## src/rtl/lcd_sync_rx_if.sv

```systemverilog
// LCD timing stream (HD/VD/DEN/pixel) plus the decoded coordinate and geometry
// results. The transmitter side is the master; the decoder is the slave.
interface lcd_sync_rx_if #(
  parameter int DW = 10
);
  logic          pix_en;
  logic          hd;
  logic          vd;
  logic          den;
  logic [DW-1:0] pix_in;
  logic [DW-1:0] pix_out;
  logic          pix_valid;
  logic [10:0]   columna;
  logic [9:0]    fila;
  logic          frame_start;
  logic [10:0]   line_len;
  logic [9:0]    frame_lines;
  logic          err_line;
  logic          err_frame;
  logic          locked;

  modport master (
    output pix_en, hd, vd, den, pix_in,
    input  pix_out, pix_valid, columna, fila, frame_start,
    input  line_len, frame_lines, err_line, err_frame, locked
  );

  modport slave (
    input  pix_en, hd, vd, den, pix_in,
    output pix_out, pix_valid, columna, fila, frame_start,
    output line_len, frame_lines, err_line, err_frame, locked
  );
endinterface

```

## src/rtl/lcd_sync_rx.sv

```systemverilog
// LCD stream decoder: rebuilds Fila/Columna for each active pixel, measures
// line/frame geometry against the panel size and tracks lock.
//
// state   | meaning
// SEARCH  | waiting for a frame start, no geometry checks
// LOCKING | counting consecutive clean frames
// LOCKED  | geometry stable; any error drops back to SEARCH
module lcd_sync_rx #(
  parameter int H_ACTIVE    = 800,
  parameter int V_ACTIVE    = 480,
  parameter int DW          = 10,
  parameter int LOCK_FRAMES = 2
) (
  input logic          clk,
  input logic          rst,
  lcd_sync_rx_if.slave bus
);
  localparam int GW = $clog2(LOCK_FRAMES + 1);
  localparam logic [10:0] H_N    = 11'(H_ACTIVE);
  localparam logic [9:0]  V_N    = 10'(V_ACTIVE);
  localparam logic [GW:0] LOCK_N = (GW + 1)'(LOCK_FRAMES);

  typedef enum logic [1:0] {SEARCH, LOCKING, LOCKED} state_t;

  state_t        state, state_n;
  logic [GW-1:0] good_cnt, good_n;
  logic [GW:0]   good_inc;
  logic          hd_q, vd_q;
  logic [10:0]   col_cnt, col_base, col_next;
  logic [9:0]    line_cnt, lines_closed, row_base;
  logic [DW-1:0] pix_d;
  logic          line_det, frame_det, line_close, pixel;
  logic          err_line_det, err_frame_det, bad;

  assign pix_d     = bus.pix_in;
  assign line_det  = bus.pix_en & hd_q & ~bus.hd;
  assign frame_det = bus.pix_en & vd_q & ~bus.vd;
  assign pixel     = bus.pix_en & bus.den;

  // A frame start also closes any open line, so both clear the column count.
  assign line_close   = (line_det | frame_det) & (col_cnt != '0);
  assign col_base     = (line_det | frame_det) ? 11'd0 : col_cnt;
  assign col_next     = (pixel && col_base != 11'h7FF) ? col_base + 11'd1 : col_base;
  assign lines_closed = (line_close && line_cnt != 10'h3FF) ? line_cnt + 10'd1 : line_cnt;
  assign row_base     = frame_det ? 10'd0 : lines_closed;

  assign err_line_det  = line_close & (col_cnt != H_N) & (state != SEARCH);
  assign err_frame_det = frame_det & (lines_closed != V_N) & (state != SEARCH);
  assign bad           = err_line_det | err_frame_det;
  assign good_inc      = {1'b0, good_cnt} + (GW + 1)'(1);

  always_ff @(posedge clk or posedge rst) begin
    if (rst) begin
      state    <= SEARCH;
      good_cnt <= '0;
    end else begin
      state    <= state_n;
      good_cnt <= good_n;
    end
  end

  always_comb begin
    state_n = state;
    good_n  = good_cnt;
    case (state)
      SEARCH: begin
        if (frame_det) begin
          state_n = LOCKING;
          good_n  = '0;
        end
      end
      LOCKING: begin
        if (bad) begin
          state_n = SEARCH;
          good_n  = '0;
        end else if (frame_det) begin
          good_n = good_inc[GW-1:0];
          if (good_inc >= LOCK_N) state_n = LOCKED;
        end
      end
      LOCKED: begin
        if (bad) begin
          state_n = SEARCH;
          good_n  = '0;
        end
      end
      default: begin
        state_n = SEARCH;
        good_n  = '0;
      end
    endcase
  end

  always_ff @(posedge clk or posedge rst) begin
    if (rst) begin
      hd_q            <= 1'b1;
      vd_q            <= 1'b1;
      col_cnt         <= '0;
      line_cnt        <= '0;
      bus.pix_out     <= '0;
      bus.pix_valid   <= 1'b0;
      bus.columna     <= '0;
      bus.fila        <= '0;
      bus.frame_start <= 1'b0;
      bus.line_len    <= '0;
      bus.frame_lines <= '0;
      bus.err_line    <= 1'b0;
      bus.err_frame   <= 1'b0;
      bus.locked      <= 1'b0;
    end else begin
      if (bus.pix_en) begin
        hd_q     <= bus.hd;
        vd_q     <= bus.vd;
        col_cnt  <= col_next;
        line_cnt <= row_base;
      end
      bus.pix_valid <= pixel;
      if (pixel) begin
        bus.pix_out <= pix_d;
        bus.columna <= col_base;
        bus.fila    <= row_base;
      end
      bus.frame_start <= frame_det;
      bus.err_line    <= err_line_det;
      bus.err_frame   <= err_frame_det;
      if (line_close) bus.line_len <= col_cnt;
      if (frame_det) bus.frame_lines <= lines_closed;
      // Stay high through the error-pulse cycle so LOCKED falls one cycle later.
      bus.locked <= (state == LOCKED) | (state_n == LOCKED);
    end
  end
endmodule

```

## src/flat_wrapper.sv

```systemverilog
// flat-port wrapper written by rule: the top's interface ports become plain ports
module lcd_sync_rx_flat 
#(
  parameter int H_ACTIVE    = 800,
  parameter int V_ACTIVE    = 480,
  parameter int DW          = 10,
  parameter int LOCK_FRAMES = 2
)
  (clk, rst, bus_pix_en, bus_hd, bus_vd, bus_den, bus_pix_in, bus_pix_out, bus_pix_valid, bus_columna, bus_fila, bus_frame_start, bus_line_len, bus_frame_lines, bus_err_line, bus_err_frame, bus_locked);
  lcd_sync_rx_if #(.DW(DW)) bus_i ();
  input logic clk;
  input logic rst;
  input wire logic [$bits(bus_i.pix_en)-1:0] bus_pix_en;
  input wire logic [$bits(bus_i.hd)-1:0] bus_hd;
  input wire logic [$bits(bus_i.vd)-1:0] bus_vd;
  input wire logic [$bits(bus_i.den)-1:0] bus_den;
  input wire logic [$bits(bus_i.pix_in)-1:0] bus_pix_in;
  output wire logic [$bits(bus_i.pix_out)-1:0] bus_pix_out;
  output wire logic [$bits(bus_i.pix_valid)-1:0] bus_pix_valid;
  output wire logic [$bits(bus_i.columna)-1:0] bus_columna;
  output wire logic [$bits(bus_i.fila)-1:0] bus_fila;
  output wire logic [$bits(bus_i.frame_start)-1:0] bus_frame_start;
  output wire logic [$bits(bus_i.line_len)-1:0] bus_line_len;
  output wire logic [$bits(bus_i.frame_lines)-1:0] bus_frame_lines;
  output wire logic [$bits(bus_i.err_line)-1:0] bus_err_line;
  output wire logic [$bits(bus_i.err_frame)-1:0] bus_err_frame;
  output wire logic [$bits(bus_i.locked)-1:0] bus_locked;
  assign bus_i.pix_en = bus_pix_en;
  assign bus_i.hd = bus_hd;
  assign bus_i.vd = bus_vd;
  assign bus_i.den = bus_den;
  assign bus_i.pix_in = bus_pix_in;
  assign bus_pix_out = bus_i.pix_out;
  assign bus_pix_valid = bus_i.pix_valid;
  assign bus_columna = bus_i.columna;
  assign bus_fila = bus_i.fila;
  assign bus_frame_start = bus_i.frame_start;
  assign bus_line_len = bus_i.line_len;
  assign bus_frame_lines = bus_i.frame_lines;
  assign bus_err_line = bus_i.err_line;
  assign bus_err_frame = bus_i.err_frame;
  assign bus_locked = bus_i.locked;
  lcd_sync_rx #(.H_ACTIVE(H_ACTIVE), .V_ACTIVE(V_ACTIVE), .DW(DW), .LOCK_FRAMES(LOCK_FRAMES)) u_core (.clk(clk), .rst(rst), .bus(bus_i));
endmodule
```

## config.mk

```make
export PLATFORM = sky130hd
export DESIGN_NAME = lcd_sync_rx_flat
export DESIGN_NICKNAME = d
export VERILOG_FILES = /design/src/rtl/lcd_sync_rx_if.sv /design/src/rtl/lcd_sync_rx.sv /design/src/flat_wrapper.sv
export SDC_FILE = /design/constraint.sdc
export NUM_CORES = 1
export LEC_CHECK = 0
export CAP_MARGIN = 20
export CORE_MARGIN = 10
export CORE_UTILIZATION = 51
export CTS_CLUSTER_DIAMETER = 60
export CTS_CLUSTER_SIZE = 24
export DETAILED_ROUTE_END_ITERATION = 12
export GPL_TIMING_DRIVEN = 0
export HOLD_SLACK_MARGIN = 0.02
export PLACE_DENSITY = 0.79
export SYNTH_ARGS = -nofsm -noshare
export SYNTH_HDL_FRONTEND = slang
export SYNTH_SLANG_ARGS = --single-unit
```

## constraint.sdc

```tcl
create_clock -name clk -period 3 [get_ports clk]
set_input_delay 0.3 -clock clk [delete_from_list [all_inputs] [get_ports clk]]
set_output_delay 0.3 -clock clk [all_outputs]
set_load 0.01 [all_outputs]
```

After elaboration in Yosys (flattened, before gate mapping)
Index checks and enable logic that the tools add are counted.
{"block": "classes", "n_eq_ne": 10, "multipliers": 0, "n_reduce_logical": 6, "order_cmp": 1, "mux": 15, "shifts": 0, "add_sub_neg": 3, "n_div": 0, "bitwise_logic": 15}
{"cell": "$mux 11", "count": 2}
{"cell": "$mux 10", "count": 2}
{"cell": "$mux 2", "count": 9}
{"cell": "$pmux 2 s3", "count": 2}
{"cell": "$add 11x1->11 const B", "count": 1}
{"cell": "$ne 11x10->1 const B", "count": 1}
{"cell": "$ne 11x11->1 const B", "count": 1}
{"cell": "$reduce_bool 11->1", "count": 1}
{"cell": "$add 10x1->10 const B", "count": 1}
{"cell": "$and 1x1->1", "count": 10}
{"cell": "$ne 10x10->1 const B", "count": 1}
{"cell": "$ne 10x9->1 const B", "count": 1}
{"cell": "$eq 2x2->1 const B", "count": 2}
{"cell": "$ne 2x1->1 const B", "count": 2}
{"cell": "$add 2x1->3 const B", "count": 1}
{"cell": "$ge 3x2->1 const B", "count": 1}
{"cell": "$ne 3x1->1 const B", "count": 1}
{"cell": "$or 1x1->1", "count": 3}
{"cell": "$reduce_and 3->1", "count": 1}
{"cell": "$eq 2x1->1 const B", "count": 1}
{"cell": "$logic_and 1x1->1", "count": 2}
{"cell": "$logic_not 2->1", "count": 1}
{"cell": "$not 1->1", "count": 2}
{"cell": "$reduce_bool 2->1", "count": 1}
{"block": "word_totals", "output_inout_bits": 57, "input_bits": 16, "word_cells": 66, "mem_count": 0, "romBits": 0, "mem_bits_rw": 0, "register_bits": 84, "latch_bits": 0}

Longest topological paths before layout
{"block": "depth", "word_depth": 14, "ltp_mapped": 11}

Worst setup path before layout
No wires, ideal clock.
{"block": "synth_timing", "kind": "reg-to-reg", "start": "register u_core.vd_q", "end": "register u_core.col_cnt[9]", "slack_ns": 0.699, "synth_period_minus_slack_ns": 2.301, "path_buffers": 2, "required_ns": 2.880, "stages_incl_launch_ff": 12, "arrival_time_ns": 2.180, "setup_ns": 0.120, "cell_sequence": "dfstp_2 -> nor2b_2 -> o21ai_1 -> clkbuf_1 -> nand2_1 -> inv_1 -> ha_1 -> and4_2 -> buf_2 -> a21oi_4 -> a31oi_1 -> a41o_1"}
{"block": "synth_via", "elab_chain_cells": 7, "elab_cells_between_ends": 8, "classes_between": "1 x add/sub; 1 x eq/ne; 2 x mux; 3 x bitwise; 1 x reduce/logical"}
{"item": "start, declared", "line_no": "lcd_sync_rx.sv:28", "source": "logic hd_q, vd_q;"}
{"item": "start signal, assigned", "line_no": "lcd_sync_rx.sv:113", "source": "vd_q <= bus.vd;"}
{"item": "$and 1x1->1 (*) (2 in a row)", "line_no": "lcd_sync_rx.sv:37", "source": "assign frame_det = bus.pix_en & vd_q & ~bus.vd;"}
{"item": "$or 1x1->1 (*)", "line_no": "lcd_sync_rx.sv:42", "source": "assign col_base = (line_det | frame_det) ? 11'd0 : col_cnt;"}
{"item": "$mux 11 (*)", "line_no": "lcd_sync_rx.sv:42"}
{"item": "named net u_core.col_base[1]", "line_no": "lcd_sync_rx.sv:29", "source": "logic [10:0] col_cnt, col_base, col_next;"}
{"item": "branches (longest 2 deep; another with $add 11x1->11)"}
{"item": "$mux 11 (*)", "line_no": "lcd_sync_rx.sv:43", "source": "assign col_next = (pixel && col_base != 11'h7FF) ? col_base + 11'd1 : col_base;"}
{"item": "end signal, assigned", "line_no": "lcd_sync_rx.sv:114", "source": "col_cnt <= col_next;"}
{"item": "end, declared", "line_no": "lcd_sync_rx.sv:29"}
Mark *: on every way through the listed nets, which the timed path passes.
A chain may end at the register's enable or synchronous reset.

Final worst setup path
Same ends and word-level chain as after synthesis.

==> impl_metrics.py <==
metrics = {
    "run_status": {
        "status": "completed",
    },
    "floorplan": {
        "start_util": 0.517,
        "die_w_um": 105,
        "rows": 31,
        "core_area_um2": 7180,
        "die_area_um2": 11100,
        "die_y_um": 105,
        "io_pins": 73,
    },
    "setup_path": {
        "endpoint_kind": "register",
        "rr_startpoint": "u_core.vd_q",
        "cpMaxStageDelayCell": "dfstp_2",
        "critical_path.top_delay_family": "compound AO/OA/AOI/OAI gates",
        "max_stage_delay_ns": 0.54,
        "crit_type": "register to register",
        "arrival_ns": 3.00,
        "worstPathMaxFanout": 10,
        "worst-r2r-cell-count": 11,
        "cp_cell_sequence": "nor2b_2 > o21ai_1 > clkbuf_1 > nand2_1 > inv_1 > ha_1 > and4_2 > buf_2 > a21oi_4 > a31oi_1 > a41o_1",
        "worstReg2RegEnd": "u_core.col_cnt[9]",
        "required_ns": 3.24,
        "cp-start-kind": "register",
        "crit_buf_inv": 3,
        "rrSetupSlack_ns": 0.24,
    },
    "final_layout": {
        "area_delta_synth_final_pct": 27.8,
        "layout_commonest_cell": "dfrtp_1",
        "n_antenna_cell": 0,
        "design_area_um2": 4750,
        "layout_common_cells": "dfrtp_1, clkdlybuf4s50_1, nand2_1",
        "nets": 436,
        "drive_above_1_share": 0.159,
    },
    "grt": {
        "antenna_found_initial": 0,
        "grt_max_degree": 48,
        "grt.overflow.total": 0,
        "grt_pass1_wl_um": 14500,
        "first_global_vias": 2940,
        "track_usage": 0.158,
    },
    "timing": {
        "setup_viol": 0,
        "post-route-period-util": 0.921,
        "max_clock_freq_mhz": 362,
        "rsz0062_at_grt": "no",
        "skew_ns": 0.0138,
        "finalHoldViolCount": 0,
        "relSlewSlack": 0.659,
        "tightest_slew_ns": 0.512,
        "final.min_clock_period_ns": 2.76,
        "fin_setup_tns_ns": 0,
        "slew_violations": 0,
    },
    "yosys": {
        "netlist_area_um2": 3710,
        "synth_seq_cells": 84,
        "yosysSeqAreaShare": 0.567,
        "yosys_warnings": 0,
        "syn-num-nets": 353,
        "synth_cells": 334,
        "syn_area_per_cell_um2": 11.1,
        "ys_types": 50,
    },
    "detailed_routing": {
        "ant_nets": 0,
        "avgRoutedWirePerCell_um": 16.2,
        "drt_iter0_drc": 93,
        "drt-total-wl_um": 8440,
        "vias": 2775,
        "drtPass1Iterations": 5,
        "routed_via_density": 5.33,
        "drc_errors": 0,
    },
    "clock_network": {
        "tritoncts": "built",
        "cts.sink_count": 84,
        "clkLatencyLatePin_ns": 0.36,
        "postCtsResizedCells": 0,
        "postCtsSetupBuffers": 0,
        "cts_made_buffers": 9,
        "clockRootBuffer": "clkbuf_8",
        "cts_buffer_depth": 2,
        "path_clk_slew_ns": 0.09,
        "hold_buffers": 0,
        "htreeDepth": 3,
    },
    "placement": {
        "port_buffers": 71,
        "dpl.hpwl_um": 6230,
        "placed_area_um2": 4580,
        "gp_congestion": 0.889,
    },
    "hold_path": {
        "hp-class": "input pin to register",
        "min_to": "u_core.col_cnt[1]",
        "hold_path_depth": 3,
        "min_from": "bus_pix_en",
    },
    "power": {
        "ir_worst_vdd_mv": 0.357,
        "p_per_area_nw_per_um2": 555,
        "p_total_mw": 2.63,
        "leakage_nw": 2.10,
    },
    "run": {
        "max-cap-violations": 0,
    },
}
==> worst max path at each step <==
| stage | from | to | slack [ns] | cells after the start |
|---|---|---|---|---|
| final | u_core.vd_q | u_core.col_cnt[9] | 0.24 | 11 |
| after global routing | u_core.vd_q | u_core.col_cnt[9] | 0.06 | 11 |
| after floorplan | rst | u_core.bus.columna[0] | 0.54 | 1 |
| after CTS | u_core.vd_q | u_core.col_cnt[9] | 0.25 | 11 |
| after global placement | rst | u_core.bus.line_len[6] | -0.68 | 2 |
| after detailed placement | bus_vd | u_core.col_cnt[9] | 0.01 | 12 |
==> routing by layer <==
| metal | track usage | part of all wire |
|---|---|---|
| met3 | 0.0719 | 0.093 |
| met1 | 0.188 | 0.43 |
| met5 | 0 | 0 |
| met2 | 0.248 | 0.47 |
| met4 | 0.0539 | 0.011 |
==> tightest hold or removal path: stages <==
cell     delay (ns)
buf_2          0.15
nand3_1        0.07
o21ai_0        0.08
==> metrics by stage <==
stage | setup slack, ns | util | hold slack [ns] | cells
after detailed placement | 0.0130 | 0.638 | 0.470 | 505
after CTS | 0.251 | 0.661 | 0.275 | 521
after global routing | 0.0616 | 0.661 | 0.294 | 521
after floorplan | 0.538 | - | 0.452 | 334
after global placement | -0.679 | 0.634 | 0.460 | 504
final | 0.237 | 0.661 | 0.277 | 521
==> logic make-up after synthesis <==
logic type	synth area share
muxes	0.0715
DFF	0.567
AOI/OAI and AO/OA	0.101
adders and majority gates	0.0101
xor gates and xnor gates	0.0401
and+or+nand+nor	0.183
buffers and inverters	0.0273
==> state kept, by name, summed over array words and instances, names as in the netlist <==
| name | cells |
|---|---|
| u_core.state | 2 |
| u_core.bus.frame_start | 1 |
| u_core.hd_q | 1 |
| u_core.bus.pix_out | 10 |
| u_core.vd_q | 1 |
| u_core.bus.err_frame | 1 |
| u_core.bus.fila | 10 |
| u_core.bus.frame_lines | 10 |
| u_core.good_cnt | 2 |
| u_core.bus.pix_valid | 1 |
| u_core.bus.line_len | 11 |
| u_core.bus.columna | 11 |
| u_core.bus.locked | 1 |
| u_core.col_cnt | 11 |
| u_core.line_cnt | 10 |
| u_core.bus.err_line | 1 |
==> where the power goes <==
group          total (mW)  switching, mW  internal [mW]  leakage (nW)
registers            1.34         0.0861           1.25          1.13
logic               0.589          0.295          0.294         0.898
clock network       0.707          0.408          0.299        0.0783
total                2.63          0.790           1.84          2.10
==> synth_stat cells, drive strengths merged <==
cell type | n | area [µm²]
dfrtp | 82 | 2050
nand2 | 62 | 233
o21ai | 36 | 188
nor2 | 23 | 86.3
mux2 | 20 | 225
nand3 | 15 | 103
xor2 | 9 | 78.8
inv | 8 | 30.0
xnor2 | 8 | 70.1
clkbuf | 7 | 26.3
buf | 6 | 45.0
a21oi | 5 | 43.8
and3 | 5 | 32.5
nor4 | 5 | 91.3
and4 | 4 | 36.3
mux2i | 4 | 40.0
nor3 | 4 | 20.0
ha | 3 | 37.5
nand4 | 3 | 18.8
nor2b | 3 | 21.3
o31ai | 3 | 27.5
a31oi | 2 | 12.5
dfstp | 2 | 52.6
o211ai | 2 | 33.8
or2b | 2 | 15.0
a211oi | 1 | 7.51
a21boi | 1 | 7.51
a22o | 1 | 8.76
a22oi | 1 | 7.51
a311o | 1 | 10.0
a41o | 1 | 10.0
and2 | 1 | 8.76
nand2b | 1 | 6.26
o211a | 1 | 10.0
o21a | 1 | 8.76
or3 | 1 | 7.51
==> cell type report <==
cell class / count / area (µm²)
Fill cell: 561 / 2430
Sequential cell: 84 / 2100
Multi-Input combinational cell: 229 / 1510
Timing Repair Buffer: 72 / 738
Clock buffer: 10 / 128
Tap cell: 99 / 124
Buffer: 13 / 71.3
Clock inverter: 6 / 41.3
Inverter: 8 / 32.5
(Power assumes the default switching activity.)
==> RTL change: new RTL, same flow settings <==
Re-encode `state_t` (3 states) as one-hot, 3 bits wide.
--- a/src/rtl/lcd_sync_rx.sv
+++ b/src/rtl/lcd_sync_rx.sv
@@ -20,7 +20,7 @@
   localparam logic [9:0]  V_N    = 10'(V_ACTIVE);
   localparam logic [GW:0] LOCK_N = (GW + 1)'(LOCK_FRAMES);
 
-  typedef enum logic [1:0] {SEARCH, LOCKING, LOCKED} state_t;
+  typedef enum logic [2:0] {SEARCH = 3'b001, LOCKING = 3'b010, LOCKED = 3'b100} state_t;
 
   state_t        state, state_n;
   logic [GW-1:0] good_cnt, good_n;
Check against the original RTL: no difference found for any inputs over 4 cycles, from zero or initial values and one cycle with rst high; so few cycles prove little.
==> RTL change against the unedited design <==
Clock skew is 0.0076 ns lower. Synthesized cell count is 14% higher. Count of clock-buffer cells in the layout is 1 higher. Sequential cell count is 1 higher. Setup slack worse by 0.16 ns. Final area is 6.0% higher. Total power is 4.3% higher. Final cell count is 11% higher. Routed wire length is 20% higher. Non-clock buffer count is 17 higher. Global-route usage is 2.0 points higher. Area after synthesis is 4.0% higher. Critical endpoint unchanged.
==> RTL change: results (changes against the unedited design) <==
| Result | Value | Delta |
|:---|:---|:---|
| Largest fanout on the critical path | 5 | was 10 |
| Number of global-route vias before repair | 3,236 | was 2,940 |
| Syn Nets | 399 | was 353 |
| Post-layout nets | 492 | was 436 |
| Slack of the worst reg-to-reg path | 0.08 ns | was 0.24 ns |
| Via count | 3,192 | was 2,775 |
| DP Wirelength | 7.10 mm | was 6.23 mm |
| Sequential share of the synthesized area | 0.552 | was 0.567 |
| First DRT Iteration DRCs | 171 | was 93 |
| Max-slew headroom at the worst pin | 0.647 | was 0.659 |
| All-Layer GR Usage | 0.178 | was 0.158 |
| Cts bufs inserted | 9 | unchanged |
| Count of cells along the worst register-to-register path | 12 | was 11 |
| Count of buffers from port buffering | 71 | unchanged |
| Met1 wire length | 4.37 mm | was 3.61 mm |
| Fraction of final layout cells with drive strength greater than 1 | 0.146 | was 0.159 |
| Number of search-and-repair iterations in the first detailed-routing pass | 4 | was 5 |
| Wire length of the first global-routing pass | 16.6 mm | was 14.5 mm |
| Leakage power figure | 2.16 nW | was 2.10 nW |
| Leading post-synthesis cells by instance count | sky130_fd_sc_hd__nand2_1 (86), sky130_fd_sc_hd__dfrtp_1 (82), sky130_fd_sc_hd__o21ai_0 (27) | was sky130_fd_sc_hd__dfrtp_1 (82), sky130_fd_sc_hd__nand2_1 (62), sky130_fd_sc_hd__o21ai_0 (29) |
| Depth of the CTS H-tree | 3 | unchanged |
| Largest net degree at the start of global routing | 58 | was 48 |
| Final setup skew | 0.00624 ns | was 0.0138 ns |
| Synth top area cells | sky130_fd_sc_hd__dfrtp_1 (53%), sky130_fd_sc_hd__nand2_1 (8.4%), sky130_fd_sc_hd__mux2_2 (3.8%) | was sky130_fd_sc_hd__dfrtp_1 (55%), sky130_fd_sc_hd__nand2_1 (6.3%), sky130_fd_sc_hd__mux2_2 (6.1%) |
| Global placement routability congestion | 0.839 | was 0.889 |
| Status | finished, final reports clean | unchanged |
| Detailed-route wire length per cell | 17.5 um | was 16.2 um |
| Dpl ws | -0.607 ns | was 0.0130 ns |
| Distinct cell type count of the synthesized netlist | 55 | was 50 |
| Min-Delay Path Class | input port to asynchronous set/reset pin | was input port to register |
==> RTL change: routing by layer <==
layer,global-route usage,vias up
li1,-,1504
met1,0.229,1572
met2,0.284,101
met3,0.0479,15
met4,0.0580,0
met5,0,-
==> RTL change: worst max-delay path by stage <==
stage | cells past startpoint | to | slack (ns)
after global routing | 11 | u_core.col_cnt[9] | -0.04
final | 12 | u_core.col_cnt[9] | 0.08
after detailed placement | 13 | u_core.col_cnt[9] | -0.61
after global placement | 2 | u_core.bus.frame_lines[7] | -0.75
after floorplan | 12 | u_core.col_cnt[7] | 0.02
after CTS | 12 | u_core.col_cnt[9] | 0.10
==> RTL change: final cells by class <==
type / instances / area, um^2
Fill cell: 595 / 2260
Sequential cell: 85 / 2130
Multi-Input combinational cell: 264 / 1660
Timing Repair Buffer: 82 / 813
Clock buffer: 11 / 131
Tap cell: 99 / 124
Buffer: 20 / 92.6
Inverter: 11 / 43.8
Clock inverter: 5 / 36.3
==> RTL change: repair_timing <==
item	in CTS	in global routing
gates resized for setup	7	7
setup endpoints to repair	7	2
pin swaps	3	5
hold buffers	0	0
buffers inserted	3	7
==> RTL change: kinds of logic after synthesis <==
group           after synthesis  synth area share
compound gates               64             0.112
xor+xnor                     16            0.0363
fa+ha+maj                     3           0.00972
buf+inv                      31            0.0317
flops                        85             0.552
mux                          16            0.0457
simple gates                165             0.213
==> RTL change: metrics by stage <==
| step | instance area [um^2] | std cells | util |
|---|---|---|---|
| after floorplan | 3870 | 380 | - |
| after CTS | 4950 | 570 | 0.679 |
| after detailed placement | 4730 | 551 | 0.649 |
| after global routing | 5030 | 577 | 0.690 |
| final | 5030 | 577 | 0.690 |
| after global placement | 4700 | 550 | 0.645 |
==> RTL change: worst max-delay path, stage by stage (launching register included) <==
cell and delay (ns):
sky130_fd_sc_hd__dfstp_2 0.54, sky130_fd_sc_hd__nor2b_4 0.21, sky130_fd_sc_hd__o21ai_4 0.11, sky130_fd_sc_hd__buf_8 0.14, sky130_fd_sc_hd__nand2_2 0.07, sky130_fd_sc_hd__inv_2 0.05
sky130_fd_sc_hd__ha_2 0.18, sky130_fd_sc_hd__and3_4 0.19, sky130_fd_sc_hd__nand4_1 0.17, sky130_fd_sc_hd__o21ai_4 0.11, sky130_fd_sc_hd__or4_4 0.53, sky130_fd_sc_hd__or3_4 0.40
sky130_fd_sc_hd__a21oi_1 0.14
==> RTL change: report_power, final <==
group | internal [W] | switching (W)
Sequential | 0.00127 | 0.0000958
Combinational | 0.000303 | 0.000342
Clock | 0.000303 | 0.000436
Total | 0.00187 | 0.000874
